--- config.mk ---
export PLATFORM = sky130hd
export DESIGN_NAME = conv_encoder
export DESIGN_NICKNAME = d
export VERILOG_FILES = /design/src/rtl/viterbi_pkg.sv /design/src/rtl/conv_enc_step.sv /design/src/rtl/conv_encoder.sv
export SDC_FILE = /design/constraint.sdc
export NUM_CORES = 1
export LEC_CHECK = 0
export ABC_AREA = 1
export CAP_MARGIN = 20
export CORE_UTILIZATION = 36
export CTS_BUF_LIST = sky130_fd_sc_hd__clkbuf_4
export DETAILED_ROUTE_END_ITERATION = 10
export GPL_TIMING_DRIVEN = 0
export PLACE_DENSITY_LB_ADDON = 0.12
export SLEW_MARGIN = 0
export SYNTH_ARGS = -nofsm -noshare
export SYNTH_HDL_FRONTEND = slang
export SYNTH_HIERARCHICAL = 1
export SYNTH_SLANG_ARGS = --single-unit
--- constraint.sdc ---
create_clock -name clk -period 1.8 [get_ports clk]
set_input_delay 0.45 -clock clk [delete_from_list [all_inputs] [get_ports clk]]
set_output_delay 0.45 -clock clk [all_outputs]
set_load 0.02 [all_outputs]
--- src/rtl/viterbi_pkg.sv ---
// Shared constants and types for the rate-1/2, K=3 convolutional code used by
// conv_encoder and the viterbi_decoder side (including bench reference models).
package viterbi_pkg;

  localparam int K      = 3;
  localparam int MSG_W  = 8;
  localparam int CODE_W = 2 * MSG_W;

  localparam logic [K-1:0] G0 = 3'b111;
  localparam logic [K-1:0] G1 = 3'b101;

  typedef enum logic [1:0] {
    IDLE = 2'd0,
    ENC  = 2'd1,
    DONE = 2'd2
  } enc_st_t;

endpackage

--- src/rtl/conv_enc_step.sv ---
// One trellis step of the K=3 encoder: code symbol {c0,c1} and next state for input bit u.
// Pure combinational so a reference model can reuse it as-is.
module conv_enc_step #(
  parameter logic [2:0] G0 = 3'b111,
  parameter logic [2:0] G1 = 3'b101
) (
  input  logic       u,
  input  logic [1:0] s,
  output logic [1:0] sym,
  output logic [1:0] s_next
);

  // Generators packed so that gi=1 selects G0 (c0, MSB of sym) and gi=0 selects G1 (c1).
  localparam logic [5:0] GENS = {G0, G1};

  logic [2:0] taps;
  assign taps = {u, s[1], s[0]};

  genvar gi;
  generate
    for (gi = 0; gi < 2; gi++) begin : g_sym
      assign sym[gi] = ^(GENS[gi*3 +: 3] & taps);
    end
  endgenerate

  assign s_next = {u, s[1]};

endmodule

--- src/rtl/conv_encoder.sv ---
// Serial rate-1/2 K=3 convolutional encoder, one message bit per cycle, MSB first.
// Optional error injection on the output codeword: define CONV_ENC_ERR_INJ_EN.
module conv_encoder
  import viterbi_pkg::*;
#(
  parameter int         MSG_W = viterbi_pkg::MSG_W,
  parameter logic [2:0] G0    = viterbi_pkg::G0,
  parameter logic [2:0] G1    = viterbi_pkg::G1
) (
  input  logic               clk,
  input  logic               rst,
  input  logic               en,
  input  logic [MSG_W-1:0]   data_in,
`ifdef CONV_ENC_ERR_INJ_EN
  input  logic [2*MSG_W-1:0] err_mask,
`endif
  output logic               busy,
  output logic [2*MSG_W-1:0] code_out,
  output logic               done_flag
);

  localparam int CW    = 2 * MSG_W;
  localparam int CNT_W = (MSG_W > 1) ? $clog2(MSG_W) : 1;
  localparam logic [CNT_W-1:0] LAST = CNT_W'(MSG_W - 1);

  enc_st_t          state_reg, state_next;
  logic [MSG_W-1:0] msg_reg, msg_next;
  logic [CW-1:0]    work_reg, work_next;
  logic [CW-1:0]    code_reg, code_next;
  logic [1:0]       s_reg, s_next;
  logic [CNT_W-1:0] cnt_reg, cnt_next;
  logic             busy_reg, busy_next;
  logic             done_reg, done_next;
`ifdef CONV_ENC_ERR_INJ_EN
  logic [CW-1:0]    mask_reg, mask_next;
`endif

  logic          u;
  logic [1:0]    sym;
  logic [1:0]    step_s;
  logic [CW-1:0] work_shift;

  assign u = msg_reg[LAST - cnt_reg];

  conv_enc_step #(
    .G0 (G0),
    .G1 (G1)
  ) u_step (
    .u      (u),
    .s      (s_reg),
    .sym    (sym),
    .s_next (step_s)
  );

  // Shifting in from the LSB leaves symbol k at bits [CW-1-2k -: 2] once all MSG_W are in.
  assign work_shift = {work_reg[CW-3:0], sym};

  always_comb begin
    state_next = state_reg;
    msg_next   = msg_reg;
    work_next  = work_reg;
    code_next  = code_reg;
    s_next     = s_reg;
    cnt_next   = cnt_reg;
    busy_next  = 1'b0;
    done_next  = 1'b0;
`ifdef CONV_ENC_ERR_INJ_EN
    mask_next  = mask_reg;
`endif
    case (state_reg)
      IDLE, DONE: begin
        if (en) begin
          msg_next   = data_in;
`ifdef CONV_ENC_ERR_INJ_EN
          mask_next  = err_mask;
`endif
          work_next  = '0;
          s_next     = 2'b00;
          cnt_next   = '0;
          busy_next  = 1'b1;
          state_next = ENC;
        end else if (state_reg == DONE) begin
          state_next = IDLE;
        end
      end
      ENC: begin
        work_next = work_shift;
        s_next    = step_s;
        cnt_next  = cnt_reg + 1'b1;
        busy_next = 1'b1;
        if (cnt_reg == LAST) begin
`ifdef CONV_ENC_ERR_INJ_EN
          code_next = work_shift ^ mask_reg;
`else
          code_next = work_shift;
`endif
          done_next  = 1'b1;
          busy_next  = 1'b0;
          state_next = DONE;
        end
      end
      default: state_next = IDLE;
    endcase
  end

  always_ff @(posedge clk or negedge rst) begin
    if (!rst) begin
      state_reg <= IDLE;
      msg_reg   <= '0;
      work_reg  <= '0;
      code_reg  <= '0;
      s_reg     <= 2'b00;
      cnt_reg   <= '0;
      busy_reg  <= 1'b0;
      done_reg  <= 1'b0;
`ifdef CONV_ENC_ERR_INJ_EN
      mask_reg  <= '0;
`endif
    end else begin
      state_reg <= state_next;
      msg_reg   <= msg_next;
      work_reg  <= work_next;
      code_reg  <= code_next;
      s_reg     <= s_next;
      cnt_reg   <= cnt_next;
      busy_reg  <= busy_next;
      done_reg  <= done_next;
`ifdef CONV_ENC_ERR_INJ_EN
      mask_reg  <= mask_next;
`endif
    end
  end

  assign busy      = busy_reg;
  assign done_flag = done_reg;
  assign code_out  = code_reg;

endmodule

* Word level (Yosys, flattened, before mapping) *
Index checks and enable logic that the tools add are counted.
Widths: inputs -> output; s select.

operators by class
  add/sub/neg operators = 2
  order comparisons = 1
  eq/ne operators = 6
  mux-type cells = 17
  reductions and logical operators = 9

operators by type and width
  cell                 count
  $pmux 14 s2          1
  $mux 14              1
  $mux 2               4
  $pmux 2 s2           2
  $reduce_and 2->1     4
  $pmux 3 s2           1
  $reduce_xor 3->1     2
  $mux 1               5
  $lt 3x4->1 const B   1
  $ne 2x2->1 const B   2
  $add 3x1->3 const B  1
  $bmux 1 s3           1
  $eq 3x3->1 const B   1
  $mux 3               1
  $ne 3x3->1 const B   1
  $sub 3x3->3 const A  1
  $eq 2x1->1 const B   1
  $eq 2x2->1 const B   1
  $logic_not 2->1      1
  $pmux 1 s2           1
  $reduce_bool 2->1    1
  $reduce_or 2->1      1

word-level totals
  register bits after elaboration = 47
  input port bits = 11
  output and inout port bits = 18
  logic and storage cells = 43

* Logic depth before layout (Yosys ltp) *
Gate-level depths: netlist of run 1.

  depth in word-level cells = 5
  mapped depth = 12

* Modules after synthesis *
The synthesis of run 1 kept the hierarchy.

by module, submodules not included
  module         instances  cells each  area each (um^2)  seq. area each (um^2)
  conv_encoder   1          185         1980.6            1176.1
  conv_enc_step  1          13          58.8              0.0

* Worst setup path before layout of run 1 *
Ideal clock, no wire load.

  kind = register to register
  start = register cnt_reg[0]
  end = register work_reg[1]
  library setup time = 0.127 ns
  arrival time = 1.196 ns
  slack = 0.477 ns
  stages on the path, launching flop included = 13
  period minus slack after synthesis = 1.323 ns
  path through = dfrtp_1 -> inv_1 -> nand2_1 -> nand3_1 -> nand2_1 -> nand2_1 -> nand2_1 -> inv_1 -> nand2_1 -> nand3_1 -> nand2_1 -> inv_1 -> o22ai_1

between the ends
  longest elaborated chain between the ends = 5

ends and longest elaborated chain
  what                          RTL line             text
  start: declaration            conv_encoder.sv:31   logic [CNT_W-1:0] cnt_reg, cnt_next;
  start signal: assignment      conv_encoder.sv:125  cnt_reg <= cnt_next;
  $sub 3x3->3                   conv_encoder.sv:43   assign u = msg_reg[LAST - cnt_reg];
  $bmux 1 s3                    conv_encoder.sv:43
  $mux 1 (not written as such)  conv_encoder.sv:43
  via u                         conv_encoder.sv:38   logic u;
  $reduce_xor 3->1              conv_enc_step.sv:22  assign sym[gi] = ^(GENS[gi*3 +: 3] & taps);
  via sym[1]                    conv_encoder.sv:39   logic [1:0] sym;
  $pmux 14 s2                   conv_encoder.sv:70   case (state_reg)
  end signal: assignment        conv_encoder.sv:122  work_reg <= work_next;
  end: declaration              conv_encoder.sv:28   logic [CW-1:0] work_reg, work_next;

The timed path passes the listed nets, and every way through them passes these cells. The select of a mux whose other input is x is not followed.
A chain may end at the register's enable or synchronous reset.

* Final worst setup path of run 1 *
  start = register done_reg (netlist: done_flag)
  end = output port done_flag

RTL lines
  what                      RTL line             text
  start: declaration        conv_encoder.sv:33   logic done_reg, done_next;
  start signal: assignment  conv_encoder.sv:127  done_reg <= done_next;
  end: declaration          conv_encoder.sv:19   output logic done_flag

No word-level cell between the ends.

==> impl_metrics.yaml, run 1 <==
floorplanning:
  initial_core_utilization: 0.373
  chipWidth_microns: 77.3
  die-area_sq_um: 5970
  fp.coreArea_sq_um: 5470
  placement_rows: 27
  ios: 29
  die_h_microns: 77.3
routing:
  first_pass_iters: 4
  routed-via-count: 1389
  detail_route.iter0.violations: 121
  totalWireLength_mm: 3.61
  ant_nets: 0
  detail_route.drc_violations: 0
  wire_per_inst_microns: 11.8
  vias_per_cell: 4.52
logic_synthesis:
  seq_area_frac_synth: 0.577
  post_syn_area_per_cell_sq_um: 10.3
  yosysMostFrequentCell: "sky130_fd_sc_hd__dfrtp_1"
  syn_area_sq_um: 2040
  area_share_of_the_largest_cell_type_after_synthesis: 0.577
  ys_dominant_reg_cell: "sky130_fd_sc_hd__dfrtp_1"
  synth.cells.most_frequent: "sky130_fd_sc_hd__dfrtp_1, sky130_fd_sc_hd__inv_1, sky130_fd_sc_hd__nand2_1"
  synthesis.instances: 198
  synth_enable_flop_cells: 0
  synthArstFlopShare: 1.00
  synthDistinctLibCells: 20
  ys_ff_latch: 47
  synthesis.nets: 211
  synth_top_area_cell: "sky130_fd_sc_hd__dfrtp_1"
  synth.top_cells.by_area: "sky130_fd_sc_hd__dfrtp_1, sky130_fd_sc_hd__o21ai_2, sky130_fd_sc_hd__inv_1"
  synthesis.yosys.warnings: 6
timing:
  finalCritPeriodShare: 0.962
  setup_viol: 0
  skew_ns: 0.00604
  crit_path_time_final_ns: 1.73
  hold_violations: 0
  achievable-frequency_mhz: 577
  timing_worst_slew_pin_value_ns: 0.448
  setup_tns_ns: 0
  finalHoldWorstSlack_ns: 0.0192
  rel_slew_slack: 0.701
  timing.final.max_slew_violations: 0
  grt_setup_unrepaired: "false"
critical_path:
  crit_path_launch_type: "register"
  worst_ep_arrival_time_ns: 1.28
  r2r_end: "work_reg[1]"
  cpLargestDelayFamily: "buffers and inverters"
  crit_slowest_cell: "sky130_fd_sc_hd__clkdlybuf4s50_1"
  worst-endpoint-required_ns: 1.35
  worstRegToRegCells: 12
  timing.setup.critical_path_class: "reg -> out"
  crit_path_cell_trace: "clkdlybuf4s50_1"
  sort_of_element_at_the_end_of_the_critical_path: "output port"
  critical_path.n_buffers_inverters: 1
  crit_fanout: 1
  r2r-start: "cnt_reg[0]"
  setup.reg_to_reg.worst_slack_ns: 0.23
  largest_stage_delay_on_the_critical_path_ns: 0.59
clocking:
  insertion_delay_ns: 0.35
  cts.clk_slew.worst_paths_ns: 0.13
  numClockSinks: 47
  number_of_buffers_added_by_the_clock_tree_synthesis_step: 5
  clock-root-buffer: "sky130_fd_sc_hd__clkbuf_4"
  hold_buffers: 0
  cts_tree: "built"
  clockBufferDepth: 2
  htree_num_levels: 2
power_and_ir_drop:
  max-vdd-ir-drop_mv: 0.572
  power_w: 0.00440
  cellLeakagePower_nw: 1.24
  power_density_nw_per_um2: 1780
place:
  gp_congestion: 0.758
  hpwl_mm: 2.63
  placement.io_buffers: 28
  place.detailed.instances: 299
min_path:
  hold_class: "in -> async"
cells_and_area:
  layoutNonFillerInstCount: 307
  largest_register_ff_count: 16
  antennaDiodeCount: 0
  post_route_cells_drive_above_1_share: 0.234
  area_growth_syn_to_layout_pct: 20.9
  finalNetCount: 247
grt:
  global_route.overflow_total: 0
  first_global_vias: 1399
  grt_first_pass_wirelength_mm: 6.59
  maximum_number_of_pins_on_one_net_before_global_route_repair: 30
  global_route.usage.total: 0.142
  antenna_found_initial: 0
run_status:
  run_status: "finished clean"
job:
  timing.max_cap.violations: 0
## per-stage QoR
stage / area (sq um) / util / setup slack (ns)
after detailed placement: 2420 / 0.443 / 0.173
final: 2460 / 0.450 / 0.0684
after global routing: 2460 / 0.450 / 0.00536
after CTS: 2460 / 0.450 / 0.0260
after global placement: 2410 / 0.440 / -1.10
after floorplan: 2040 / - / 0.477
## layout make-up
class | count | area, sq um
plain buffers | 8 | 76.3
flip-flops and latches | 47 | 1180
multi-input cells | 109 | 654
well taps | 72 | 90.1
inverters | 34 | 133
clock inverters | 1 | 5.00
clock buffers | 7 | 52.6
repair buffers | 29 | 278
fillers | 541 | 3010
## worst max-delay path by stage
stage	from	end	slack [ns]	cells past startpoint
global route	done_flag	done_flag	0.005	1
floorplan	cnt_reg[0]	work_reg[1]	0.48	12
global placement	rst	done_flag	-1.10	1
detailed placement	en	busy	0.17	4
CTS	busy	busy	0.03	1
finish	done_flag	done_flag	0.07	1
## layer usage
metal	GRT usage	part of all wire	vias up
met4	0.0453	0.016	0
met3	0.0417	0.039	7
met1	0.184	0.45	654
li1	-	-	703
met2	0.227	0.49	25
met5	0	0	-
## where the power goes
part           total, W  switching, W  internal (W)
clock network  0.000510      0.000326      0.000183
logic           0.00215       0.00130      0.000852
registers       0.00174      0.000227       0.00151
## worst register-to-register path, stage by stage, from the launching register on
cell                      delay [ns]
sky130_fd_sc_hd__dfrtp_1        0.46
sky130_fd_sc_hd__inv_1          0.17
sky130_fd_sc_hd__nand2_1        0.07
sky130_fd_sc_hd__nand3_1        0.07
sky130_fd_sc_hd__nand2_1        0.07
sky130_fd_sc_hd__nand2_1        0.06
sky130_fd_sc_hd__nand2_1        0.09
sky130_fd_sc_hd__inv_1          0.09
sky130_fd_sc_hd__nand2_1        0.07
sky130_fd_sc_hd__nand3_1        0.08
sky130_fd_sc_hd__nand2_1        0.05
sky130_fd_sc_hd__inv_1          0.09
sky130_fd_sc_hd__o22ai_1        0.09
## placed cells by master, fill, tap and decap left out, drive strengths merged
master         netlist  final
buf                  8     10
clkinv               0      1
dlymetal6s2s         0      1
dlygate4sd2          0     16
inv                 34     34
dfrtp               47     47
nand3                7      7
o21ai               21     21
nand2               46     46
a21oi                8      8
nor2                11     11
o22ai               14     14
clkdlybuf4s50        0     10
ha                   2      2
clkbuf               0      7
## logic make-up (layout without fill, tap and decap cells)
family | count (synthesis) | in the layout | share of synthesized area
buffers and inverters | 42 | 79 | 0.102
AO/OA/AOI/OAI | 43 | 43 | 0.144
flip-flops | 47 | 47 | 0.577
adder cells (fa/ha/maj) | 2 | 2 | 0.0123
AND/OR/NAND/NOR | 64 | 64 | 0.165
## timing repair
item	4_1_cts	5_1_grt
pin swaps	0	0
setup endpoints to repair	16	1
setup buffers	0	0
gates resized for setup	16	1
endpoints found under the hold margin	0	0
Note: power is estimated with default switching activity, not from simulation.
==> inputs of run 2 (changes only) <==
--- a/config.mk
+++ b/config.mk
@@ -5,7 +5,6 @@
 export SDC_FILE = /design/constraint.sdc
 export NUM_CORES = 1
 export LEC_CHECK = 0
-export ABC_AREA = 1
 export CAP_MARGIN = 20
 export CORE_UTILIZATION = 36
 export CTS_BUF_LIST = sky130_fd_sc_hd__clkbuf_4
==> run 2 against run 1 <==
The flow now finishes with violations (negative setup slack). Fmax is 4.6% lower. Final area decreased by 3.3%. Global-route usage decreased by 0.98 points. Combinational power is 8% lower. Worst setup slack lost 0.084 ns. First-iteration DRC count is 56% lower. Sequential share of layout area grew 1.7 points. Area after synthesis shrank 6.9%. Worst hold slack improved by 0.45 ns. Power fell by 3.1%. Sequential cell count is the same. Die area shrank 6.7%.
==> impl_metrics.yaml, run 2 <==
run_status:
  run_status: "complete, but fails checks"
  failing_checks: "negative setup slack"
clocking:
  htree_num_levels: 2
  numClockSinks: 47
  cts_tree: "built"
  cts.clk_slew.worst_paths_ns: 0.13
  insertion_delay_ns: 0.35
  clock-root-buffer: "sky130_fd_sc_hd__clkbuf_4"
  number_of_buffers_added_by_the_clock_tree_synthesis_step: 5
  clockBufferDepth: 2
logic_synthesis:
  area_share_of_the_largest_cell_type_after_synthesis: 0.619
  synthesis.nets: 127
  synthArstFlopShare: 1.00
  synthesis.yosys.warnings: 6
  synth_enable_flop_cells: 0
  synth_top_area_cell: "sky130_fd_sc_hd__dfrtp_1"
  synthDistinctLibCells: 19
  ys_ff_latch: 47
  synth.top_cells.by_area: "sky130_fd_sc_hd__dfrtp_1, sky130_fd_sc_hd__mux2_2, sky130_fd_sc_hd__a22o_1"
  syn_area_sq_um: 1900
  synthesis.instances: 114
  post_syn_area_per_cell_sq_um: 16.7
  yosysMostFrequentCell: "sky130_fd_sc_hd__dfrtp_1"
  ys_dominant_reg_cell: "sky130_fd_sc_hd__dfrtp_1"
  synth.cells.most_frequent: "sky130_fd_sc_hd__dfrtp_1, sky130_fd_sc_hd__a22o_1, sky130_fd_sc_hd__mux2_2"
  seq_area_frac_synth: 0.619
critical_path:
  setup.reg_to_reg.worst_slack_ns: -0.02
  worst-endpoint-required_ns: 2.05
  r2r_end: "code_out[1]"
  sort_of_element_at_the_end_of_the_critical_path: "register"
  worst_ep_arrival_time_ns: 2.07
  timing.setup.critical_path_class: "reg -> reg"
  r2r-start: "cnt_reg[0]"
  endpoint: "code_out[1]"
  worstRegToRegCells: 4
  crit_fanout: 4
  crit_path_launch_type: "register"
  worst_setup_path_startpoint: "cnt_reg[0]"
timing:
  crit_path_time_final_ns: 1.82
  timing_worst_slew_pin_value_ns: 0.457
  setup_tns_ns: -0.0154
  hold_violations: 0
  timing.final.max_slew_violations: 0
  skew_ns: 0.00517
  finalCritPeriodShare: 1.01
  achievable-frequency_mhz: 551
  setup_viol: 1
  grt_setup_unrepaired: "true"
  finalWorstSetupSlack_ns: -0.0154
  rel_slew_slack: 0.695
routing:
  first_pass_iters: 3
  detail_route.drc_violations: 0
  detail_route.iter0.violations: 53
  routed-via-count: 1052
  ant_nets: 0
  vias_per_cell: 4.72
  totalWireLength_mm: 3.18
  wire_per_inst_microns: 14.3
power_and_ir_drop:
  max-vdd-ir-drop_mv: 0.494
  cellLeakagePower_nw: 1.27
  power_density_nw_per_um2: 1790
floorplanning:
  chipWidth_microns: 74.6
  placement_rows: 26
  fp.coreArea_sq_um: 5110
  ios: 29
  die_h_microns: 74.6
  die-area_sq_um: 5570
  initial_core_utilization: 0.372
cells_and_area:
  finalNetCount: 165
  largest_register_ff_count: 16
  layoutNonFillerInstCount: 223
  area_growth_syn_to_layout_pct: 25.5
  seqCellArea_sq_um: 1180
  antennaDiodeCount: 0
  post_route_cells_drive_above_1_share: 0.307
  multiInputGateArea_sq_um: 666
  fill_cells: 479
  commonest_non_fill_non_tap_cell_in_the_layout: "sky130_fd_sc_hd__dfrtp_1"
  layout_common_cells: "sky130_fd_sc_hd__dfrtp_1, sky130_fd_sc_hd__a22o_1, sky130_fd_sc_hd__mux2_2"
job:
  timing.max_cap.violations: 0
grt:
  grt_first_pass_wirelength_mm: 5.38
  first_global_vias: 1089
  maximum_number_of_pins_on_one_net_before_global_route_repair: 40
  global_route.usage.total: 0.133
  global_route.overflow_total: 0
  antenna_found_initial: 0
place:
  gp_congestion: 0.718
  place.detailed.instances: 213
  hpwl_mm: 2.14
  placement.io_buffers: 28
min_path:
  hold_class: "in -> async"
## run 2: changes by cell type after synthesis, sizes merged, moves of 8 or more
cell | before | now
nor2 | 11 | 1
a22o | 0 | 18
nand2 | 46 | 0
inv | 34 | 1
a21oi | 8 | 0
mux2 | 0 | 26
o22ai | 14 | 0
o21ai | 21 | 0
## run 2: final cells by class
cell class              count  area share
inverters                   1     0.00157
plain buffers               8      0.0241
flip-flops and latches     47       0.494
clock inverters             2     0.00315
multi-input cells          58       0.279
repair buffers             31       0.142
clock buffers               6      0.0189
well taps                  70      0.0367
## run 2: worst min-delay path by stage
stage,start,to,depth (start not counted)
6_report,rst,code_out[14],2
3_5_place_dp,rst,code_out[14],1
4_1_cts,rst,code_out[14],2
5_1_grt,rst,code_out[14],2
2_1_floorplan,rst,busy,0
3_3_place_gp,msg_reg[1],msg_reg[1],1
## run 2: per-stage QoR
step	total power [W]	setup slack, ns	utilization	hold WS [ns]	cell area (sq um)
6_report	0.00426	-0.0154	0.467	0.472	2380
5_1_grt	0.00457	-0.0769	0.467	0.448	2380
4_1_cts	0.00435	-0.0379	0.461	0.461	2350
3_5_place_dp	0.00384	-0.113	0.447	0.316	2280
3_3_place_gp	0.00378	-0.946	0.444	0.485	2270
2_1_floorplan	0.00320	0.0240	-	0.154	1900
## run 2: power by group
part	switching (W)	internal, W
Clock	0.000312	0.000160
Combinational	0.000808	0.00116
Sequential	0.000306	0.00152
Total	0.00143	0.00284
## run 2: cells by family after synthesis
family / share of synthesized area
simple gates: 0.0296
fa+ha+maj: 0.0132
xor+xnor: 0.0171
buf+inv: 0.0323
flops: 0.619
compound gates: 0.0909
mux: 0.198
## run 2: critical path, cell delays in order (launching register included)
cell	delay, ns
sky130_fd_sc_hd__dfrtp_2	0.43
sky130_fd_sc_hd__mux4_2	0.51
sky130_fd_sc_hd__mux2_4	0.29
sky130_fd_sc_hd__xor3_1	0.21
sky130_fd_sc_hd__mux2_2	0.28
## run 2: repair_timing
action	4_1_cts	5_1_grt
buffers inserted	1	0
pin swaps	0	1
gates resized for setup	5	12
hold endpoints to repair	8	0
hold buffers	1	0
setup endpoints to repair	7	16
## run 2: layer usage
| metal | vias up | routed length [microns] | GRT usage |
|---|---|---|---|
| li1 | 489 | - | - |
| met4 | 0 | 56 | 0.0566 |
| met3 | 5 | 116 | 0.0402 |
| met5 | - | 0 | 0 |
| met1 | 536 | 1440 | 0.168 |
| met2 | 22 | 1570 | 0.211 |
==> inputs of run 3 (changes only) <==
--- a/config.mk
+++ b/config.mk
@@ -11,6 +11,7 @@
 export DETAILED_ROUTE_END_ITERATION = 10
 export GPL_TIMING_DRIVEN = 0
 export PLACE_DENSITY_LB_ADDON = 0.12
+export SETUP_SLACK_MARGIN = 0.4
 export SLEW_MARGIN = 0
 export SYNTH_ARGS = -nofsm -noshare
 export SYNTH_HDL_FRONTEND = slang
==> run 3 against run 2 <==
The flow still finishes with violations (negative setup slack). Power increased by 7.2%. Via count increased by 5.5%. Combinational power increased by 13%. Critical endpoint unchanged. Non-clock buffer count increased by 14. Core utilization increased by 2.5 points. Routed wire length increased by 4.2%. Largest power group unchanged. Worst hold slack got worse by 0.0066 ns. First-iteration DRC count decreased by 49%. Die area unchanged. Critical path depth unchanged. Critical path type unchanged. Sequential power about the same. Sequential cell count unchanged.
==> impl_metrics.yaml, run 3 (synthesized netlist as in run 2, its figures left out) <==
timing:
  rel_slew_slack: 0.819
  crit_path_time_final_ns: 1.81
  finalWorstSetupSlack_ns: -0.0109
  setup_viol: 1
  skew_ns: 0.0166
  setup_tns_ns: -0.0109
  hold_violations: 0
  achievable-frequency_mhz: 552
  grt_setup_unrepaired: "true"
  finalCritPeriodShare: 1.01
  timing.final.max_slew_violations: 0
  timing_worst_slew_pin_value_ns: 0.271
cells_and_area:
  layout_common_cells: "sky130_fd_sc_hd__dfrtp_1, sky130_fd_sc_hd__a22o_1, sky130_fd_sc_hd__buf_2"
  finish.utilization: 0.492
  antennaDiodeCount: 0
  layoutNonFillerInstCount: 237
  commonest_non_fill_non_tap_cell_in_the_layout: "sky130_fd_sc_hd__dfrtp_1"
  finalNetCount: 179
  post_route_cells_drive_above_1_share: 0.515
  largest_register_ff_count: 16
  area_growth_syn_to_layout_pct: 32.3
  fill_cells: 475
place:
  placement.io_buffers: 28
  place.detailed.instances: 213
  hpwl_mm: 2.20
  place_ws_ns: -0.0919
  gp_congestion: 0.728
floorplanning:
  initial_core_utilization: 0.372
  die-area_sq_um: 5570
  ios: 29
  fp.coreArea_sq_um: 5110
  die_h_microns: 74.6
  placement_rows: 26
  chipWidth_microns: 74.6
power_and_ir_drop:
  p_sw_w: 0.00153
  power.share.switching: 0.334
  clockPowerShare: 0.109
  intPower_w: 0.00304
  comb_power_share: 0.488
  power_w: 0.00457
  cellLeakagePower_nw: 1.23
  pwr-share-seq: 0.402
  max-vdd-ir-drop_mv: 0.630
  power_density_nw_per_um2: 1820
run_status:
  failing_checks: "negative setup slack"
  run_status: "complete, but fails checks"
critical_path:
  worst-endpoint-required_ns: 2.06
  crit_path_launch_type: "register"
  timing.setup.critical_path_class: "reg -> reg"
  crit_fanout: 3
  sort_of_element_at_the_end_of_the_critical_path: "register"
  worst_ep_arrival_time_ns: 2.07
routing:
  met3_length_microns: 122
  wl_met2_mm: 1.66
  first_pass_iters: 4
  routed-via-count: 1110
  wire_per_inst_microns: 14.0
  detail_route.iter0.violations: 27
  maxUsedRoutingLayer: "met4"
  totalWireLength_mm: 3.32
  vias_per_cell: 4.68
  ant_nets: 0
  detail_route.drc_violations: 0
  met1Wirelength_mm: 1.47
min_path:
  hold_class: "in -> async"
clocking:
  insertion_delay_ns: 0.36
  clock-root-buffer: "sky130_fd_sc_hd__clkbuf_4"
  numClockSinks: 47
  number_of_buffers_added_by_the_clock_tree_synthesis_step: 5
  cts.clk_slew.worst_paths_ns: 0.14
  htree_num_levels: 2
  cts_tree: "built"
  clockBufferDepth: 2
grt:
  grt_first_pass_wirelength_mm: 5.41
  global_route.overflow_total: 0
  antenna_found_initial: 0
  maximum_number_of_pins_on_one_net_before_global_route_repair: 40
  first_global_vias: 1099
  global_route.usage.total: 0.135
job:
  timing.max_cap.violations: 0
[run 3: timing repair]
action,CTS,global route
pin swaps,2,3
hold buffers,1,0
endpoints found under the setup margin,50,44
endpoints found under the hold margin,8,0
cloned,2,0
setup buffers,3,10
resized for setup,80,17
[run 3: worst paths after layout]
check                      cells after the start  slack (ns)    startpoint           end
setup reg to reg                               4       -0.01    cnt_reg[0]   code_out[1]
hold reg to reg                                1        0.51  code_out[15]  code_out[15]
max in group asynchronous                      3        0.88           rst   code_out[5]
min in group clk                               1        0.51  code_out[15]  code_out[15]
hold / removal                                 2        0.47           rst  code_out[14]
setup / recovery                               4       -0.01    cnt_reg[0]   code_out[1]
[run 3: routing by layer]
metal | vias up | GRT usage
met1 | 556 | 0.167
met5 | - | 0
met2 | 23 | 0.221
met3 | 7 | 0.0295
met4 | 0 | 0.0692
li1 | 524 | -
[run 3: worst max-delay path: stages, from the launching register on]
cell and delay, ns:
sky130_fd_sc_hd__dfrtp_2 0.43, sky130_fd_sc_hd__mux4_2 0.50, sky130_fd_sc_hd__mux2_4 0.30, sky130_fd_sc_hd__xor3_1 0.21
sky130_fd_sc_hd__mux2_2 0.27
[run 3: power groups by stage]
stage	logic, W	clock network [W]	registers [W]
after floorplan	0.00125	0	0.00198
after global placement	0.00196	0	0.00184
after detailed placement	0.00201	0	0.00186
after CTS	0.00202	0.000514	0.00184
after global routing	0.00242	0.000552	0.00190
final	0.00223	0.000500	0.00184
[run 3: area by class of cell]
class                           count  area (sq um)  share of cell area
Sequential cell                    47          1180               0.469
Tap cell                           70          87.6              0.0349
Buffer                              8          75.1              0.0299
Multi-Input combinational cell     58           703               0.280
Clock inverter                      1          5.00             0.00199
Timing Repair Buffer               45           408               0.162
Inverter                            1          3.75             0.00149
Clock buffer                        7          52.6              0.0209
[run 3: metrics by stage]
stage | hold slack [ns] | instance area [sq um]
after floorplan | 0.154 | 1900
after global placement | 0.485 | 2270
after detailed placement | 0.316 | 2290
after CTS | 0.466 | 2380
after global routing | 0.473 | 2510
final | 0.466 | 2510
